==> config.mk <==
export PLATFORM = sky130hd
export DESIGN_NAME = drum_voice_mixer
export DESIGN_NICKNAME = d
export VERILOG_FILES = /design/src/rtl/drum_voice_mixer.sv
export SDC_FILE = /design/constraint.sdc
export NUM_CORES = 1
export LEC_CHECK = 0
export CAP_MARGIN = 25
export CORE_MARGIN = 4
export CORE_UTILIZATION = 40
export CTS_BUF_LIST = sky130_fd_sc_hd__clkbuf_8
export DETAILED_ROUTE_END_ITERATION = 8
export PLACE_DENSITY = 0.69
export SKIP_CTS_REPAIR_TIMING = 1
export SLEW_MARGIN = 20
export SYNTH_ARGS = -nofsm -noshare
export SYNTH_HDL_FRONTEND = slang
export SYNTH_SLANG_ARGS = --single-unit
==> constraint.sdc <==
create_clock -name clk -period 8.15 [get_ports clk]
set_clock_uncertainty 0.2 [all_clocks]
set_input_delay 2.0375 -clock clk [delete_from_list [all_inputs] [get_ports clk]]
set_output_delay 2.0375 -clock clk [all_outputs]
set_load 0.01 [all_outputs]
==> src/rtl/drum_voice_mixer.sv <==
// Drum voice mixer: per sample tick, fetches one ROM sample per voice,
// sums the active ones as signed values, re-biases to midscale, saturates,
// and registers the result as the unsigned PWM duty value.

// Per-voice playback state: the play flag and the read offset into the voice's ROM region.
module drum_voice_lane #(
    parameter int SAMPLE_AW = 12
) (
    input  logic                 clk_i,
    input  logic                 rst_i,
    input  logic                 start_i,   // (re)trigger: restart from offset 0
    input  logic                 adv_i,     // this voice's sample was consumed this cycle
    output logic                 active_o,
    output logic [SAMPLE_AW-1:0] offset_o
);
    logic                 active_q, active_d;
    logic [SAMPLE_AW-1:0] offset_q, offset_d;

    // Next state: restart on trigger, else step and stop after the last word.
    always_comb begin
        active_d = active_q;
        offset_d = offset_q;
        if (start_i) begin
            active_d = 1'b1;
            offset_d = '0;
        end else if (adv_i && active_q) begin
            if (offset_q == '1) begin
                offset_d = '0;
                active_d = 1'b0;
            end else begin
                offset_d = offset_q + 1'b1;
            end
        end
    end

    // State register with synchronous reset.
    always_ff @(posedge clk_i) begin
        if (rst_i) begin
            active_q <= 1'b0;
            offset_q <= '0;
        end else begin
            active_q <= active_d;
            offset_q <= offset_d;
        end
    end

    assign active_o = active_q;
    assign offset_o = offset_q;
endmodule

module drum_voice_mixer #(
    parameter int NUM_VOICES = 4,
    parameter int SAMPLE_AW  = 12,
    parameter int SAMPLE_W   = 8
) (
    input  logic                                    clk,
    input  logic                                    rst,
    input  logic                                    sample_tick,
    input  logic [NUM_VOICES-1:0]                   trig,
    output logic                                    rom_en,
    output logic [$clog2(NUM_VOICES)+SAMPLE_AW-1:0] rom_addr,
    input  logic [SAMPLE_W-1:0]                     rom_data,
    output logic [SAMPLE_W-1:0]                     duty_cycle,
    output logic                                    sample_valid,
    output logic [NUM_VOICES-1:0]                   active,
    output logic                                    busy,
    output logic                                    overrun
);
    localparam int VW    = $clog2(NUM_VOICES);
    localparam int ACC_W = SAMPLE_W + VW;   // N signed samples cannot overflow this
    localparam logic signed [ACC_W:0] MID  = (ACC_W+1)'(2**(SAMPLE_W-1));
    localparam logic signed [ACC_W:0] MAXV = (ACC_W+1)'(2**SAMPLE_W - 1);

    typedef enum logic [1:0] {IDLE, FETCH, DRAIN, DONE} state_t;

    state_t                          state_q, state_d;
    logic [VW-1:0]                   idx_q, idx_d;       // voice being addressed
    logic                            rd_vld_q, rd_vld_d; // rom_data valid this cycle
    logic [VW-1:0]                   rd_idx_q, rd_idx_d; // voice that rom_data belongs to
    logic signed [ACC_W-1:0]         acc_q, acc_d;
    logic [NUM_VOICES-1:0]           pend_q, pend_d;
    logic [SAMPLE_W-1:0]             duty_q, duty_d;
    logic                            overrun_q, overrun_d;
    logic signed [ACC_W:0]           biased;

    logic [NUM_VOICES-1:0]                 start, adv, active_w;
    logic [NUM_VOICES-1:0][SAMPLE_AW-1:0]  off;

    // A tick in IDLE launches every pending voice, including same-cycle triggers.
    always_comb begin
        start = '0;
        if (state_q == IDLE && sample_tick) start = pend_q | trig;
    end

    for (genvar v = 0; v < NUM_VOICES; v++) begin : g_lane
        assign adv[v] = rd_vld_q && (rd_idx_q == VW'(v));
        drum_voice_lane #(.SAMPLE_AW(SAMPLE_AW)) u_lane (
            .clk_i    (clk),
            .rst_i    (rst),
            .start_i  (start[v]),
            .adv_i    (adv[v]),
            .active_o (active_w[v]),
            .offset_o (off[v])
        );
    end

    // Sequencer next state, accumulation of returning ROM data, and saturation.
    always_comb begin
        state_d   = state_q;
        idx_d     = idx_q;
        rd_vld_d  = 1'b0;
        rd_idx_d  = idx_q;
        acc_d     = acc_q;
        pend_d    = pend_q | trig;
        duty_d    = duty_q;
        overrun_d = overrun_q | (sample_tick && state_q != IDLE);

        // Data lands one cycle after its fetch; inactive voices contribute nothing.
        if (rd_vld_q && active_w[rd_idx_q])
            acc_d = acc_q + $signed({{VW{rom_data[SAMPLE_W-1]}}, rom_data});

        biased = $signed({acc_d[ACC_W-1], acc_d}) + MID;

        case (state_q)
            IDLE: begin
                if (sample_tick) begin
                    pend_d  = '0;
                    acc_d   = '0;
                    idx_d   = '0;
                    state_d = FETCH;
                end
            end
            FETCH: begin
                rd_vld_d = 1'b1;
                idx_d    = idx_q + 1'b1;
                if (idx_q == VW'(NUM_VOICES-1)) state_d = DRAIN;
            end
            DRAIN: begin
                // acc_d now includes the last voice, so the duty lands in DONE.
                if (biased < 0)         duty_d = '0;
                else if (biased > MAXV) duty_d = '1;
                else                    duty_d = biased[SAMPLE_W-1:0];
                state_d = DONE;
            end
            DONE:    state_d = IDLE;
            default: state_d = IDLE;
        endcase
    end

    // Sequencer registers with synchronous reset; duty resets to midscale silence.
    always_ff @(posedge clk) begin
        if (rst) begin
            state_q   <= IDLE;
            idx_q     <= '0;
            rd_vld_q  <= 1'b0;
            rd_idx_q  <= '0;
            acc_q     <= '0;
            pend_q    <= '0;
            duty_q    <= SAMPLE_W'(2**(SAMPLE_W-1));
            overrun_q <= 1'b0;
        end else begin
            state_q   <= state_d;
            idx_q     <= idx_d;
            rd_vld_q  <= rd_vld_d;
            rd_idx_q  <= rd_idx_d;
            acc_q     <= acc_d;
            pend_q    <= pend_d;
            duty_q    <= duty_d;
            overrun_q <= overrun_d;
        end
    end

    assign rom_en       = (state_q == FETCH);
    assign rom_addr     = (state_q == FETCH) ? {idx_q, off[idx_q]} : '0;
    assign duty_cycle   = duty_q;
    assign sample_valid = (state_q == DONE);
    assign active       = active_w;
    assign busy         = (state_q != IDLE);
    assign overrun      = overrun_q;
endmodule

== Word level (Yosys, flattened, before mapping) ==
Cells that the tools add are included.
Storage, ports and cells
  register bits: 82
Cells by class
  equality and inequality tests: 13
  multiplexer cells: 35
  bitwise gates (word level): 2
  reductions and logical operators: 33
  $lt $le $gt $ge: 4
  $add $sub $neg: 7
Operator list (count)
  two-way mux 12 bit: 5
  adder 12 x 1 -> 12 bit, second input constant: 4
  equality test 12 bit, second input constant: 4
  two-way mux 10 bit: 3
  binary-select mux 12 bit (select 2 bit): 1
  nonzero test 2 bit: 10
  two-way mux 8 bit: 2
  two-way mux 1 bit: 14
  two-way mux 14 bit: 1
  two-way mux 4 bit: 3
  AND reduction 2 bit: 6
  adder 10 x 9 -> 11 bit, second input constant: 1
  > comparator 11 x 9 -> 1 bit, second input constant: 1
  logical AND 1 bit: 11
  less-than comparator 11 x 1 -> 1 bit, second input constant: 1
  adder 10 x 8 -> 10 bit: 1
  equality test 2 bit, second input constant: 5
  one-hot mux 2 bit (4 select lines): 1
  OR reduction 2 bit: 4
  less-than comparator 2 x 3 -> 1 bit, second input constant: 2
  two-way mux 2 bit: 3
  equality test 2 x 1 -> 1 bit, second input constant: 2
  zero test 2 bit: 2
  bitwise OR 4 bit: 1
  other kinds (6): 6

== Logic depth before layout (Yosys ltp) ==
Gate-level depths: netlist of the first run.
  depth in word-level cells: 8
  gate-level depth with buffers: 16
  depth with buffers taken out: 15

== Cells and area by module ==
From an unflattened synthesis of the first run, not the netlist that was laid out.
Unflattened totals
  cells, all modules: 521
  area, all modules: 4608.2 um2
By module, submodules not included
  drum_voice_lane: instances 4, cells an instance 69, area each 595.6 um2
  drum_voice_mixer: instances 1, cells an instance 245, area each 2225.9 um2

== Worst setup path after synthesis of the first run ==
Ideal clock, no wire load.
  path kind: input to register
  from: input rom_data[0]
  to: register duty_q[7], in the netlist duty_cycle[7]
  setup slack: 2700 ps
  cell stages on the path: 16
  library setup time: 120 ps
  path buffers: 1
  arrival: 5131 ps
  path through: ha_1 > fa_1 > a21o_1 > a221oi_1 > o21ai_0 > a21oi_1 > xnor2_1 > mux2i_1 > inv_1 > ha_1 > or2_2 > a2111oi_4 > or2b_1 > buf_6 > o21ai_2 > o31a_1
Between the ends
  word-level cells in the longest chain between the ends: 6
  elaborated cells between the ends (all ways): 7
  those cells by class: add/sub: 2; order compare: 2; mux: 3
RTL lines
  from (decl): RTL line 62  | input logic [SAMPLE_W-1:0] rom_data,
  adder 10 x 8 -> 10 bit (*): RTL line 120  | acc_d = acc_q + $signed({{VW{rom_data[SAMPLE_W-1]}}, rom_data});
  two-way mux 10 bit (*): RTL line 119  | if (rd_vld_q && active_w[rd_idx_q])
  adder 10 x 9 -> 11 bit (*): RTL line 122  | biased = $signed({acc_d[ACC_W-1], acc_d}) + MID;
  > comparator 11 x 9 -> 1 bit: RTL line 141  | else if (biased > MAXV) duty_d = '1;
  two-way mux 8 bit: RTL line 141
  two-way mux 8 bit (*): RTL line 140  | if (biased < 0) duty_d = '0;
  to (signal assigned): RTL line 159  | duty_q <= SAMPLE_W'(2**(SAMPLE_W-1));
  to (signal assigned): RTL line 168  | duty_q <= duty_d;
  to (decl): RTL line 82  | logic [SAMPLE_W-1:0] duty_q, duty_d;
Every way passes the cells marked *; elsewhere a longest branch is shown, timed or not.
A chain may end at the register's enable or synchronous reset.

== Worst setup path after layout of the first run ==
Ends and elaborated chain as after synthesis.

==> results of run 1 <==
[stage by stage]
stage	cell area [um^2]	power, mW
3_5_place_dp	4900	0.678
3_3_place_gp	4900	0.671
2_1_floorplan	4380	0.610
4_1_cts	5120	1.01
5_1_grt	5120	1.05
6_report	5120	0.998
[registers in the layout (all words and copies together), names as in the netlist]
register,cells
rd_vld_q,1
rd_idx_q,2
g_lane.u_lane.active_o,4
overrun,1
acc_q,10
state_q,2
pend_q,4
idx_q,2
duty_cycle,8
g_lane.u_lane.offset_o,48
[critical path: cells and delay by family]
kind / cells / cell delay, ns
and+or+nand+nor: 2 / 0.62
AOI/OAI and AO/OA: 7 / 1.55
muxes: 1 / 0.22
xor gates and xnor gates: 1 / 0.10
buffers and inverters: 2 / 0.48
adders and majority gates: 3 / 0.87
[final cells by class]
type                       instances  share of cell area [%]
tap                              136                    3.32
timing repair buffer              44                    8.60
inverter                          14                    1.03
multi-input combinational        385                    50.7
clock inverter                     6                    1.59
sequential                        82                    32.1
clock buffer                      10                    2.69
[power groups by stage]
stage               logic [mW]  registers, mW  clock network (mW)
finish                   0.216          0.454               0.328
CTS                      0.217          0.454               0.334
global placement         0.209          0.462                   0
global route             0.241          0.459               0.351
detailed placement       0.215          0.463                   0
floorplan                0.162          0.449                   0
[cells by family after synthesis]
family / after synthesis / share of synthesized area (%)
simple gates: 234 / 25.6
flops: 82 / 37.5
compound gates: 63 / 9.71
xor+xnor: 46 / 9.19
buf+inv: 29 / 3.26
mux: 21 / 8.57
fa+ha+maj: 21 / 6.17
[cell usage after synthesis, types with 2 or more instances]
library cell / number
nor4_1: 2
o211ai_1: 3
mux2i_1: 6
or2_2: 4
buf_6: 2
o21ai_1: 2
nand2_1: 46
mux2_2: 2
and2_1: 14
mux4_2: 13
inv_1: 14
a21oi_1: 21
nand4_1: 12
nor2b_1: 6
xor2_1: 32
ha_1: 20
a31oi_1: 2
a32oi_1: 2
o21ai_0: 11
and3_1: 9
clkbuf_1: 8
xnor2_1: 14
o21bai_1: 2
a21o_1: 3
buf_4: 5
nand3_1: 19
nor3_1: 7
or4_1: 3
nor3b_1: 3
nor2_1: 93
a221oi_1: 2
nand2b_1: 5
a22o_1: 7
dfxtp_1: 82
[routing by layer]
| layer | share of wire [%] | global-route usage (%) | vias to the layer above |
|---|---|---|---|
| li1 | - | - | 1805 |
| met5 | 0 | 0 | - |
| met2 | 46 | 25.8 | 74 |
| met4 | 1.1 | 5.05 | 0 |
| met1 | 47 | 21.4 | 1677 |
| met3 | 5.7 | 3.94 | 9 |
[how the worst max path moves through the flow]
stage                      from       endpoint  slack (ns)  cells past startpoint
CTS                 rom_data[0]  duty_cycle[7]        2.34                     16
global placement    rom_data[0]  duty_cycle[7]        2.05                     16
finish              rom_data[0]  duty_cycle[7]        2.35                     16
floorplan           rom_data[0]  duty_cycle[7]        2.70                     16
global route        rom_data[0]  duty_cycle[7]        2.06                     16
detailed placement  rom_data[0]  duty_cycle[7]        1.96                     16
==> flow_summary.yaml, run 1 <==
status:
  status: "complete, no violations"
floorplan:
  dieArea_mm2: 0.0127
  start_util_pct: 41.7
  core-area_mm2: 0.0105
  rows: 37
  die_w_um: 113
  ios: 45
  die_h_um: 113
critical_path:
  path_class: "in2reg"
  cp_max_fo: 8
  critical_path.most_common_cell: "ha_1"
  reg2reg_from: "acc_q[0]"
  r2r_cells: 15
  cp_slowest_cell: "fa_1"
  end_kind: "flip-flop"
  cp_cell_sequence: "clkdlybuf4s50_1 > ha_1 > fa_1 > a21o_1 > a221oi_1 > o21ai_0 > a21oi_1 > xnor2_1 > mux2i_1 > inv_1 > ha_1 > or2_2 > a2111oi_4 > or2b_1 > o21ai_2 > o31a_1"
  r2r_slack_ns: 4.11
  startpoint_type: "input port"
  reg2reg_to: "duty_cycle[7]"
  cp_slowest_stage_delay_ns: 0.41
  critical_path_required_ns: 8.21
  crit_arrival_ns: 5.86
placement:
  placed_cells: 661
  io_buffers: 44
  routabilityCongestion: 0.839
  pre_cts_slack_ns: 1.96
  post-dp-hpwl_mm: 7.55
sta:
  rsz0062_at_grt: "false"
  finalHoldWorstSlack_ns: 0.264
  post-route-min-period_ns: 5.80
  drv_slew: 0
  slew_headroom_pct: 42.3
  setup_slack_ns: 2.35
  hold_violations: 0
  finalSetupTns_ns: 0
  period_share_pct: 71.1
  max_slew.worst_pin.slew_ns: 0.864
  max_freq_mhz: 173
  setup_viol: 0
synthesis:
  ys_warn_count: 0
  ys.flop_type: "dfxtp_1"
  ys_seq_area_share_pct: 37.5
  syn_avg_cell_area_um2: 8.83
  synth_area_mm2: 0.00438
  synthesis.nets: 532
  async_reset_ff_share_pct: 0
  synth_edf_count: 0
  synth_area_leaders: "dfxtp_1, nor2_1, mux4_2"
  synth_top_area_cell: "dfxtp_1"
  syn_inst: 496
  synth_seq_cells: 82
  synth_top_area_share_pct: 37.5
  netlist-cell-type-count: 54
power_and_ir_drop:
  p_leak_nw: 1.95
  ir_drop_uv: 156
  p_int_mw: 0.696
  power_frac_clock_pct: 32.9
  power_density_mw_per_mm2: 195
  seqPwrFrac_pct: 45.4
  comb_power_share_pct: 21.7
  switching_share_pct: 30.3
  p_switching_mw: 0.302
worst_hold_path:
  holdPathStages: 2
  min_from: "pend_q[0]"
  hold_class: "reg2reg"
  hold_end: "pend_q[0]"
drt:
  antenna_left: 0
  routed_wl_mm: 9.94
  wl_per_cell_um: 14.7
  first_pass_iters: 5
  num_vias: 3565
  drc: 0
  drt_iter0_drc: 151
  via_per_inst: 5.27
global_routing:
  gr-total-overflow: 0
  grt_pass1_wl_mm: 16.5
  grt_use_total_pct: 16.1
  grt_max_degree: 21
  first_global_vias: 3382
  antenna_found_initial: 0
finish:
  syn_to_final_growth_pct: 16.9
  drive_above_1_share_pct: 7.76
  multi_input_area_mm2: 0.00260
  final_nets: 572
  final_common_cell: "nor2_1"
  num_antenna_cells: 0
  fillers: 1001
  post_layout_nonfiller_instances: 677
  postLayoutCoreUtil_pct: 48.7
  ff_latch_area_mm2: 0.00164
  mostFrequentLayoutCells: "nor2_1, dfxtp_1, nand2_1"
cts:
  cts_sinks: 82
  root_buffer: "clkbuf_8"
  cts_buffers: 9
  clkTransAtPathRegs_ns: 0.08
  cts_tree: "done"
  clock_latency_ns: 0.37
  htree_levels: 3
  clock_path_buffers: 2
job:
  drv_cap: 0
Note: power is estimated with default switching activity, not from simulation.
==> run 2, diff against run 1 <==
- clock period: 8.15 -> 5.7 ns (I/O delays scaled with it)
==> run 2 against run 1 <==
Effect of this change:
- critical path depth is the same
- critical path type unchanged
- design area is the same
- largest cell class unchanged
- via count shrank 0.11%
==> flow_summary.yaml, run 2 (synthesis gave the netlist of run 1 again) <==
drt:
  first_pass_iters: 7
  drt_iter0_drc: 175
  antenna_left: 0
  via_per_inst: 5.26
  num_vias: 3561
  wl_per_cell_um: 14.5
  routed_wl_mm: 9.79
  drc: 0
job:
  drv_cap: 0
critical_path:
  reg2reg_from: "acc_q[0]"
  r2r_slack_ns: 1.57
  end_kind: "flip-flop"
  path_class: "in2reg"
  reg2reg_to: "duty_cycle[7]"
  cp_max_fo: 8
  crit_arrival_ns: 5.33
  critical_path_required_ns: 5.75
  r2r_cells: 15
  startpoint_type: "input port"
placement:
  io_buffers: 44
  routabilityCongestion: 0.838
  post-dp-hpwl_mm: 7.50
  placed_cells: 661
power_and_ir_drop:
  ir_drop_uv: 217
  switching_share_pct: 30.2
  p_leak_nw: 1.95
  comb_power_share_pct: 21.5
  seqPwrFrac_pct: 45.6
  power_density_mw_per_mm2: 278
  p_int_mw: 0.995
  p_switching_mw: 0.430
  power_frac_clock_pct: 32.9
sta:
  setup_viol: 0
  finalSetupTns_ns: 0
  drv_slew: 0
  rsz0062_at_grt: "false"
  post-route-min-period_ns: 5.28
  slew_headroom_pct: 43.3
  hold_violations: 0
  period_share_pct: 92.6
  max_slew.worst_pin.slew_ns: 0.850
  max_freq_mhz: 189
cts:
  cts_sinks: 82
  htree_levels: 3
  cts_buffers: 9
  clkTransAtPathRegs_ns: 0.09
  root_buffer: "clkbuf_8"
  clock_latency_ns: 0.36
  cts_tree: "done"
  clock_path_buffers: 2
finish:
  drive_above_1_share_pct: 7.76
  fillers: 986
  multi_input_area_mm2: 0.00260
  post_layout_nonfiller_instances: 677
  final_nets: 572
  syn_to_final_growth_pct: 16.9
  mostFrequentLayoutCells: "nor2_1, dfxtp_1, nand2_1"
  final_common_cell: "nor2_1"
  num_antenna_cells: 0
  ff_latch_area_mm2: 0.00164
  largest_register_ff_count: 48
worst_hold_path:
  hold_class: "reg2reg"
  min_from: "pend_q[0]"
  holdPathStages: 2
  hold_end: "pend_q[0]"
floorplan:
  die_w_um: 113
  core-area_mm2: 0.0105
  start_util_pct: 41.7
  die_h_um: 113
  ios: 45
  rows: 37
  dieArea_mm2: 0.0127
global_routing:
  antenna_found_initial: 0
  grt_pass1_wl_mm: 16.4
  grt_use_total_pct: 15.8
  gr-total-overflow: 0
  first_global_vias: 3316
  grt_max_degree: 21
status:
  status: "complete, no violations"
==> run 2: cell counts in the layout (fill, tap and decap cells not counted) <==
Identical to the previous run, type by type.
==> run 2: worst max-delay path by stage <==
stage,start,end
4_1_cts,rom_data[0],duty_cycle[7]
3_3_place_gp,rom_data[0],duty_cycle[7]
2_1_floorplan,rom_data[0],duty_cycle[7]
5_1_grt,rom_data[0],duty_cycle[7]
6_report,rom_data[0],duty_cycle[7]
3_5_place_dp,rom_data[0],duty_cycle[7]
==> run 2: critical path, cell delays in order <==
cell	delay [ns]
clkdlybuf4s50_1	0.40
ha_1	0.23
fa_1	0.41
a21o_1	0.19
a221oi_1	0.42
o21ai_0	0.15
a21oi_1	0.19
xnor2_1	0.10
mux2i_1	0.23
inv_1	0.08
ha_1	0.24
or2_2	0.32
a2111oi_4	0.28
or2b_1	0.29
o21ai_2	0.09
o31a_1	0.28
==> run 2: power groups by stage <==
stage | clock [mW] | sequential (mW) | combinational, mW
after global routing | 0.505 | 0.658 | 0.343
after global placement | 0 | 0.661 | 0.298
after floorplan | 0 | 0.641 | 0.231
final | 0.469 | 0.649 | 0.306
after detailed placement | 0 | 0.663 | 0.307
after CTS | 0.479 | 0.649 | 0.309
==> run 2: metrics by stage <==
stage / utilization, % / setup WS (ns) / total power, mW / cell area [um^2] / hold WS, ns
floorplan: - / 0.862 / 0.872 / 4380 / 0.217
global placement: 46.6 / 0.210 / 0.959 / 4900 / 0.239
detailed placement: 46.6 / 0.0634 / 0.970 / 4900 / 0.248
CTS: 48.7 / 0.441 / 1.44 / 5120 / 0.268
global route: 48.7 / 0.132 / 1.51 / 5120 / 0.298
finish: 48.7 / 0.419 / 1.42 / 5120 / 0.257
==> run 2: layout make-up <==
cell class,instances,share of cell area [%]
multi-input cells,385,50.7
clock inverters,6,1.59
well taps,136,3.32
clock buffers,10,2.69
inverters,14,1.03
flip-flops and latches,82,32.1
repair buffers,44,8.60
==> run 2: routing by layer <==
metal  vias to the layer above  global-route usage [%]  share of wire [%]
met5                         -                       0                  0
met4                         0                    4.57               0.91
met3                         6                    3.61                5.0
met2                        87                    24.9                 46
met1                      1665                    21.8                 48
li1                       1803                       -                  -
==> run 3, diff against run 2 <==
--- a/constraint.sdc
+++ b/constraint.sdc
@@ -4,2 +4,2 @@
 set_output_delay 1.425 -clock clk [all_outputs]
-set_load 0.01 [all_outputs]
+set_load 0.005 [all_outputs]
==> results of run 3 <==
The final DEF is identical to that of run 2. Status: complete, no violations.
Main changes from that run: worst IR drop on VDD 217 uV -> 209 uV
